<file path="config.mk">
export PLATFORM = sky130hd
export DESIGN_NAME = dff_bist_ctrl
export DESIGN_NICKNAME = d
export VERILOG_FILES = /design/src/rtl/dff_bist_ctrl.sv
export SDC_FILE = /design/constraint.sdc
export NUM_CORES = 1
export LEC_CHECK = 0
export CAP_MARGIN = 20
export CORE_MARGIN = 2
export CORE_UTILIZATION = 40
export DETAILED_ROUTE_END_ITERATION = 10
export GPL_ROUTABILITY_DRIVEN = 0
export GPL_TIMING_DRIVEN = 0
export PLACE_DENSITY = 0.62
export SLEW_MARGIN = 20
export SYNTH_ARGS = -nofsm -noshare
export SYNTH_HDL_FRONTEND = slang
export SYNTH_SLANG_ARGS = --single-unit
</file>
<file path="constraint.sdc">
create_clock -name Clk -period 2.1 [get_ports Clk]
set_input_delay 0.63 -clock Clk [delete_from_list [all_inputs] [get_ports Clk]]
set_output_delay 0.63 -clock Clk [all_outputs]
set_load 0.02 [all_outputs]
</file>
<file path="src/rtl/dff_bist_ctrl.sv">
// dff_bist_ctrl: self-test sequencer for a small bank of D flip-flops.
// It drives zeros, ones and then an LFSR stream onto the bank's D inputs.
// Each captured Q is checked against the driven vector, and Qb against ~Q.
// Results are a Pass flag, a saturating error count and a sticky per-bit fail mask.
module dff_bist_ctrl #(
  parameter int                N_FF   = 4,
  parameter int                N_VECT = 64,
  parameter int                LFSR_W = 8,
  parameter logic [LFSR_W-1:0] POLY   = 8'hB8,
  parameter logic [LFSR_W-1:0] SEED   = 8'hA5,
  parameter int                ERR_W  = 8
) (
  input  logic              Clk,
  input  logic              Rst_n,
  input  logic              Start,
  output logic [N_FF-1:0]   Ff_D,
  input  logic [N_FF-1:0]   Ff_Q,
  input  logic [N_FF-1:0]   Ff_Qb,
  output logic              Busy,
  output logic              Done,
  output logic              Pass,
  output logic [ERR_W-1:0]  Err_Cnt,
  output logic [N_FF-1:0]   Fail_Mask
);

  // Vector index only has to reach N_VECT-1.
  localparam int VW = (N_VECT > 2) ? $clog2(N_VECT) : 1;

  localparam logic [1:0] S_IDLE  = 2'd0;
  localparam logic [1:0] S_RUN   = 2'd1;
  localparam logic [1:0] S_DRAIN = 2'd2;
  localparam logic [1:0] S_DONE  = 2'd3;

  localparam logic [VW-1:0]    LAST_IDX = VW'(N_VECT - 1);
  localparam logic [ERR_W-1:0] ERR_MAX  = {ERR_W{1'b1}};

  // One Galois right-shift step of the vector generator.
  function automatic logic [LFSR_W-1:0] lfsr_step(input logic [LFSR_W-1:0] s);
    return (s >> 1) ^ (s[0] ? POLY : {LFSR_W{1'b0}});
  endfunction

  // Failing bit positions: Q differs from the captured vector, or Qb is not ~Q.
  function automatic logic [N_FF-1:0] check_mask(input logic [N_FF-1:0] q,
                                                 input logic [N_FF-1:0] qb,
                                                 input logic [N_FF-1:0] e);
    return (q ^ e) | ~(q ^ qb);
  endfunction

  logic [1:0]        state_q,     state_d;
  logic [VW-1:0]     vidx_q,      vidx_d;
  logic [LFSR_W-1:0] lfsr_q,      lfsr_d;
  logic [N_FF-1:0]   ff_d_q,      ff_d_d;
  logic              drv_vld_q,   drv_vld_d;
  logic [N_FF-1:0]   exp_q,       exp_d;
  logic              exp_vld_q,   exp_vld_d;
  logic              busy_q,      busy_d;
  logic              done_q,      done_d;
  logic              pass_q,      pass_d;
  logic [ERR_W-1:0]  err_cnt_q,   err_cnt_d;
  logic [N_FF-1:0]   fail_mask_q, fail_mask_d;
  logic              start_run_s;
  logic [N_FF-1:0]   m_s;

  // Sequencer, vector generator, check pipeline and result accumulation.
  always_comb begin
    state_d     = state_q;
    vidx_d      = vidx_q;
    lfsr_d      = lfsr_q;
    ff_d_d      = ff_d_q;
    drv_vld_d   = drv_vld_q;
    start_run_s = 1'b0;
    m_s         = {N_FF{1'b0}};

    case (state_q)
      S_IDLE, S_DONE: begin
        if (Start) begin
          // V_0 (all zeros) goes out on the accepting edge itself.
          start_run_s = 1'b1;
          state_d     = S_RUN;
          vidx_d      = {VW{1'b0}};
          ff_d_d      = {N_FF{1'b0}};
          drv_vld_d   = 1'b1;
          lfsr_d      = SEED;
        end else begin
          state_d = S_IDLE;
        end
      end
      S_RUN: begin
        if (vidx_q == LAST_IDX) begin
          state_d   = S_DRAIN;
          ff_d_d    = {N_FF{1'b0}};
          drv_vld_d = 1'b0;
        end else begin
          vidx_d = vidx_q + VW'(1);
          if (vidx_q == {VW{1'b0}}) begin
            ff_d_d = {N_FF{1'b1}};
          end else begin
            ff_d_d = lfsr_q[N_FF-1:0];
            lfsr_d = lfsr_step(lfsr_q);
          end
        end
      end
      S_DRAIN: begin
        state_d = S_DONE;
      end
      default: begin
        state_d = S_IDLE;
      end
    endcase

    // The flop captures Ff_D one edge later; compare on the edge after that.
    exp_d     = ff_d_q;
    exp_vld_d = drv_vld_q;
    if (exp_vld_q) begin
      m_s = check_mask(Ff_Q, Ff_Qb, exp_q);
    end else begin
      m_s = {N_FF{1'b0}};
    end

    if (start_run_s) begin
      err_cnt_d   = {ERR_W{1'b0}};
      fail_mask_d = {N_FF{1'b0}};
      pass_d      = 1'b0;
    end else begin
      if ((m_s != {N_FF{1'b0}}) && (err_cnt_q != ERR_MAX)) begin
        err_cnt_d = err_cnt_q + ERR_W'(1);
      end else begin
        err_cnt_d = err_cnt_q;
      end
      fail_mask_d = fail_mask_q | m_s;
      // Verdict includes the final check performed on the DRAIN exit edge.
      if (state_q == S_DRAIN) begin
        pass_d = (err_cnt_d == {ERR_W{1'b0}});
      end else begin
        pass_d = pass_q;
      end
    end

    busy_d = (state_d == S_RUN) || (state_d == S_DRAIN);
    done_d = (state_d == S_DONE);
  end

  // State and output registers with asynchronous clear.
  always_ff @(posedge Clk or negedge Rst_n) begin
    if (!Rst_n) begin
      state_q     <= S_IDLE;
      vidx_q      <= {VW{1'b0}};
      lfsr_q      <= SEED;
      ff_d_q      <= {N_FF{1'b0}};
      drv_vld_q   <= 1'b0;
      exp_q       <= {N_FF{1'b0}};
      exp_vld_q   <= 1'b0;
      busy_q      <= 1'b0;
      done_q      <= 1'b0;
      pass_q      <= 1'b0;
      err_cnt_q   <= {ERR_W{1'b0}};
      fail_mask_q <= {N_FF{1'b0}};
    end else begin
      state_q     <= state_d;
      vidx_q      <= vidx_d;
      lfsr_q      <= lfsr_d;
      ff_d_q      <= ff_d_d;
      drv_vld_q   <= drv_vld_d;
      exp_q       <= exp_d;
      exp_vld_q   <= exp_vld_d;
      busy_q      <= busy_d;
      done_q      <= done_d;
      pass_q      <= pass_d;
      err_cnt_q   <= err_cnt_d;
      fail_mask_q <= fail_mask_d;
    end
  end

  assign Ff_D      = ff_d_q;
  assign Busy      = busy_q;
  assign Done      = done_q;
  assign Pass      = pass_q;
  assign Err_Cnt   = err_cnt_q;
  assign Fail_Mask = fail_mask_q;

endmodule

</file>
# Yosys cells after proc, flatten, opt, wreduce, memory -nomap -nowiden
# Index checks and enable logic that the tools add are counted.
# Widths: inputs -> output; s select.
[classes] add_sub_neg=2 eq_ne=12 mux=27 bitwise=6 n_reduce_logical=13
[ops] cell="$mux 8" n=7
[ops] cell="$mux 4" n=5
[ops] cell="$pmux 8 s2" n=1
[ops] cell="$mux 6" n=2
[ops] cell="$pmux 6 s2" n=1
[ops] cell="$add 8x1->8 const B" n=1
[ops] cell="$eq 2x2->1 const B" n=4
[ops] cell="$logic_not 8->1" n=1
[ops] cell="$ne 2x2->1 const B" n=4
[ops] cell="$ne 8x8->1 const B" n=1
[ops] cell="$or 4x4->4" n=2
[ops] cell="$pmux 4 s2" n=1
[ops] cell="$xor 4x4->4" n=2
[ops] cell="$xor 7x8->8" n=1
[ops] cell="$mux 1" n=7
[ops] cell="$add 6x1->6 const B" n=1
[ops] cell="$eq 6x6->1 const B" n=1
[ops] cell="$logic_not 6->1" n=1
[ops] cell="$pmux 2 s3" n=1
[ops] cell="$reduce_and 3->1" n=2
[ops] cell="$eq 2x1->1 const B" n=2
[ops] cell="$not 4->4" n=1
[ops] cell="$reduce_and 4->1" n=1
[ops] cell="$reduce_bool 2->1" n=2
[ops] cell="other kinds (8)" n=8
[word_totals] regBits=41 input_bits=11 output_inout_bits=19 elab_cells=72

# Depth between registers and ports, before layout
[depth] word_depth=11 mapped_depth=9 depth_no_buf=8

# Worst setup path after synthesis
# No wires, ideal clock.
[synth_path] path_kind="register to register" start="register err_cnt_q[0] (netlist: Err_Cnt[0])" end="register pass_q (netlist: Pass)" setup_time_ns=0.066 arrival_ns=1.991 required_ns=2.034 slack_ns=0.043 stages_incl_launch_ff=8 path_buffers=0 period_less_slack_ns=2.057 cell_sequence="dfrtp_1 ha_1 nand3_2 nor3_4 a41oi_4 a2111o_1 a22oi_2 a41o_1"
[synth_between] elab_chain_len=7 word_cells_on_any_way=8 classes_between="1 x add/sub; 1 x eq/ne; 4 x mux; 2 x reduce/logical"
[synth_lines] element="start: declaration" line="59" rtl="logic [ERR_W-1:0] err_cnt_q, err_cnt_d;"
[synth_lines] element="start signal: assignment" line="156" rtl="err_cnt_q <= {ERR_W{1'b0}};"
[synth_lines] element="start signal: assignment" line="169" rtl="err_cnt_q <= err_cnt_d;"
[synth_lines] element="branches (longest 2 deep; another with $add 8x1->8)"
[synth_lines] element="$mux 8 (*)" line="125" rtl="if ((m_s != {N_FF{1'b0}}) && (err_cnt_q != ERR_MAX)) begin"
[synth_lines] element="$mux 8 (*)" line="120" rtl="if (start_run_s) begin"
[synth_lines] element="$logic_not 8->1 (*)" line="133" rtl="pass_d = (err_cnt_d == {ERR_W{1'b0}});"
[synth_lines] element="$mux 1 (*)" line="132" rtl="if (state_q == S_DRAIN) begin"
[synth_lines] element="$mux 1 (*)" line="120"
[synth_lines] element="end signal: assignment" line="168" rtl="pass_q <= pass_d;"
[synth_lines] element="end: declaration" line="58" rtl="logic pass_q, pass_d;"
# Mark *: on every way between the ends. The select of a mux whose other input is x is not followed.
# A chain may end at the register's enable or synchronous reset.

# Final worst setup path
[layout_path] start="register err_cnt_q[6] (netlist: Err_Cnt[6])" end="output port Err_Cnt[6]"
[layout_lines] element="end: declaration" line="22" rtl="output logic [ERR_W-1:0] Err_Cnt,"
# No word-level cell between the ends.

==> impl_results.md <==
* Outcome: complete, no violations
* Top cell type's share of synthesized area at a little under half
* Vias in the first global route at 1,416
* Pre-antenna DRT Iters at 4
* Count of buffer and inverter cells on the critical path at 1
* Largest net degree at the start of global routing at 27
* GRT Overall Usage at 15.0%
* Die Y at about 76 um
* Post-synthesis register bit count at 41
* Rel. slew slack at 57.0%
* CP max stage delay at 650 ps
* Post-synth EDFFs at 0
* MaxCap Viol Count at 0
* Leakage power at ~1.2 nW
* Synth area leaders: dfrtp_1 (45%), dfstp_2 (5.1%), nor2_1 (4.6%)
* Die X-Extent at 75.7 um
* Register area share after synthesis at 50.2%
* Setup Viol. Count Final at 0
* Avg WL per Cell at 12.6 um
* DR vias/cell at 4.94
* Placed insts at a little over 300
* Root buf cell: clkbuf_8
* Area Growth Syn to Fin at 30.5%
* Most frequent cells after synthesis: dfrtp_1 (37), nor2_1 (25), nand2_1 (21)
* DRT iter0 DRCs at approximately 120
* Synthesized instance count at 204
* PwrDens at 590 nW/um^2
* Critical Path Start Type: flip-flop
* Warnings, synthesis at 0
* Post-Syn Nets at 220
* Final nets at 261
* Initial antenna violation count at 0
* Clk sinks at 41
* Slew @ Worst Pin at 639 ps
* Max Clock Skew at 8.18 ps
* First-pass GRT wire length at 6480 um
* TritonCTS Buffers at 5
* Cell chain of the critical path: clkdlybuf4s50_1
* Post-DRT Antenna Nets at 0
* Die area at 5730 um^2
* Asr flop ratio synth at between 90% and 100%
* H-tree depth at 2
* CP Max Fanout at 7
* Std cell rows at 26
* Non-Filler Instances at 316
* Slowest cell on crit path: clkdlybuf4s50_1
* Total congestion overflow at 0
* Crit path DAT at 1400 ps
* Distinct cells, synth at 45
* Port bufs at 29
* TritonCTS clock tree: built
* Clk slew on worst S/H paths at 80 ps
* Crit. End Element: output port
* Worst hold path class: input port to async pin
* Max Freq at 0.493 GHz
* Slew Viols, Final at 0
* Mapped Area at 2060 um^2
* DRC viols at 0
* Top cell type by total area after synthesis: dfrtp_1
* IR drop worst, VDD at 0.249 mV
* Final period utilization at 96.5%
* Worst Setup Path Type: flip-flop to output port
* Fin area at around 2700 um^2
* Post-DP Area at 2450 um^2
* Layout cells sized above 1 at 14.2%
* Post-Syn Area per Cell at 10.1 um^2
* Clock buffer depth at 2
* Synth Flop Type: dfrtp_1
* Family with the most delay on the worst path: buffers and inverters
* Via count at 1,560
* Most frequent cell after synthesis: dfrtp_1
* Ports at 30
* Core area at just over 5000 um^2
* CTS Hold Buffers Added at 0
* Min Tclk post-route at 2030 ps
* N_diodes at 0
* Final Hold Fails at 0
* Detailed placement HPWL at 2940 um
* CP required at approximately 1500 ps
* WL final at 3990 um
* Initial Util at approximately 41%
* Worst-Skew Late Latency at between 200 and 300 ps
==> flip-flops by register name (all words and copies together), names as in the netlist <==
signal / cells
Ff_D: 4
Busy: 1
Pass: 1
state_q: 2
lfsr_q: 8
Err_Cnt: 8
exp_vld_q: 1
Done: 1
Fail_Mask: 4
exp_q: 4
drv_vld_q: 1
vidx_q: 6
==> worst register-to-register path: cells and delay by family, from the launching register on <==
kind,cells,cell delay (ps)
compound gates,4,790
flops,1,450
simple gates,2,390
fa+ha+maj,1,270
==> layout make-up <==
class	instances	area, um^2
sequential	41	1030
clock inverter	3	65.1
multi-input combinational	143	1010
buffer	4	18.8
timing repair buffer	35	339
fill	469	2360
tap	70	87.6
clock buffer	5	68.8
inverter	15	56.3
==> worst paths after layout <==
| check | from | endpoint | slack, ps | cells after the start |
|---|---|---|---|---|
| max in group asynchronous | Rst_n | lfsr_q[2] | 1320 | 2 |
| max | Err_Cnt[6] | Err_Cnt[6] | 70 | 1 |
| max reg2reg | Err_Cnt[1] | Pass | 130 | 7 |
| min in group Clk | Ff_D[1] | exp_q[1] | 410 | 0 |
| min reg2reg | Ff_D[1] | exp_q[1] | 410 | 0 |
| min | Rst_n | lfsr_q[6] | 250 | 1 |
==> repair_timing <==
item                       CTS  global route
resized for setup           13             8
setup buffers                4             1
pin swaps                    7             2
setup endpoints to repair   11            11
==> cells in the final DEF, fill, tap and decap left out, types with 3 or more instances in the layout <==
cell / netlist / layout
dfrtp_1: 37 / 36
nor2_1: 25 / 25
nand2_1: 21 / 20
clkdlybuf4s50_1: 0 / 19
inv_1: 15 / 15
a21oi_1: 11 / 11
o21ai_0: 9 / 9
xor2_1: 8 / 8
dlygate4sd2_1: 0 / 7
nand3_1: 6 / 6
buf_4: 0 / 6
nand4_1: 5 / 5
xnor2_1: 5 / 5
clkbuf_8: 0 / 5
o221ai_4: 1 / 4
nand2b_1: 5 / 4
o21ai_1: 4 / 4
ha_1: 5 / 4
dfstp_2: 4 / 4
and3_1: 3 / 3
nor2b_1: 3 / 3
o22a_1: 3 / 3
==> kinds of logic (layout without fill, tap and decap cells) <==
kind of cell | count (synthesis) | after routing | synth area share, %
and+or+nand+nor | 78 | 78 | 19.1
AOI/OAI and AO/OA | 44 | 44 | 17.0
DFF | 41 | 41 | 50.2
buffers and inverters | 20 | 62 | 3.71
xor gates and xnor gates | 13 | 13 | 5.54
adders and majority gates | 5 | 5 | 3.04
muxes | 3 | 3 | 1.46
==> where the power goes <==
group | leakage, nW | internal, mW | switching, mW
clock | 0.0681 | 0.472 | 0.278
sequential | 0.479 | 0.789 | 0
combinational | 0.698 | 0.0163 | 0.0281
total | 1.25 | 1.28 | 0.306
==> routing by layer <==
metal	up-vias	share of wire, %	track usage, %
met5	-	0	0
met4	0	0.63	5.26
met3	4	4.0	2.91
met2	29	48	23.7
met1	734	47	20.7
li1	793	-	-
==> stage by stage <==
step	setup TNS (ps)	utilization [%]	power (mW)	worst slack, ps	hold WS [ps]
3_3_place_gp	-30660	48.3	0.847	-679	384
5_1_grt	-0.862	53.2	1.63	-0.862	279
6_report	0	53.2	1.58	73.5	249
3_5_place_dp	-4680	48.6	0.850	-536	391
2_1_floorplan	0	-	0.808	43.0	334
4_1_cts	-19.2	52.7	1.60	-19.2	262
Note: power is estimated with default switching activity, not from simulation.
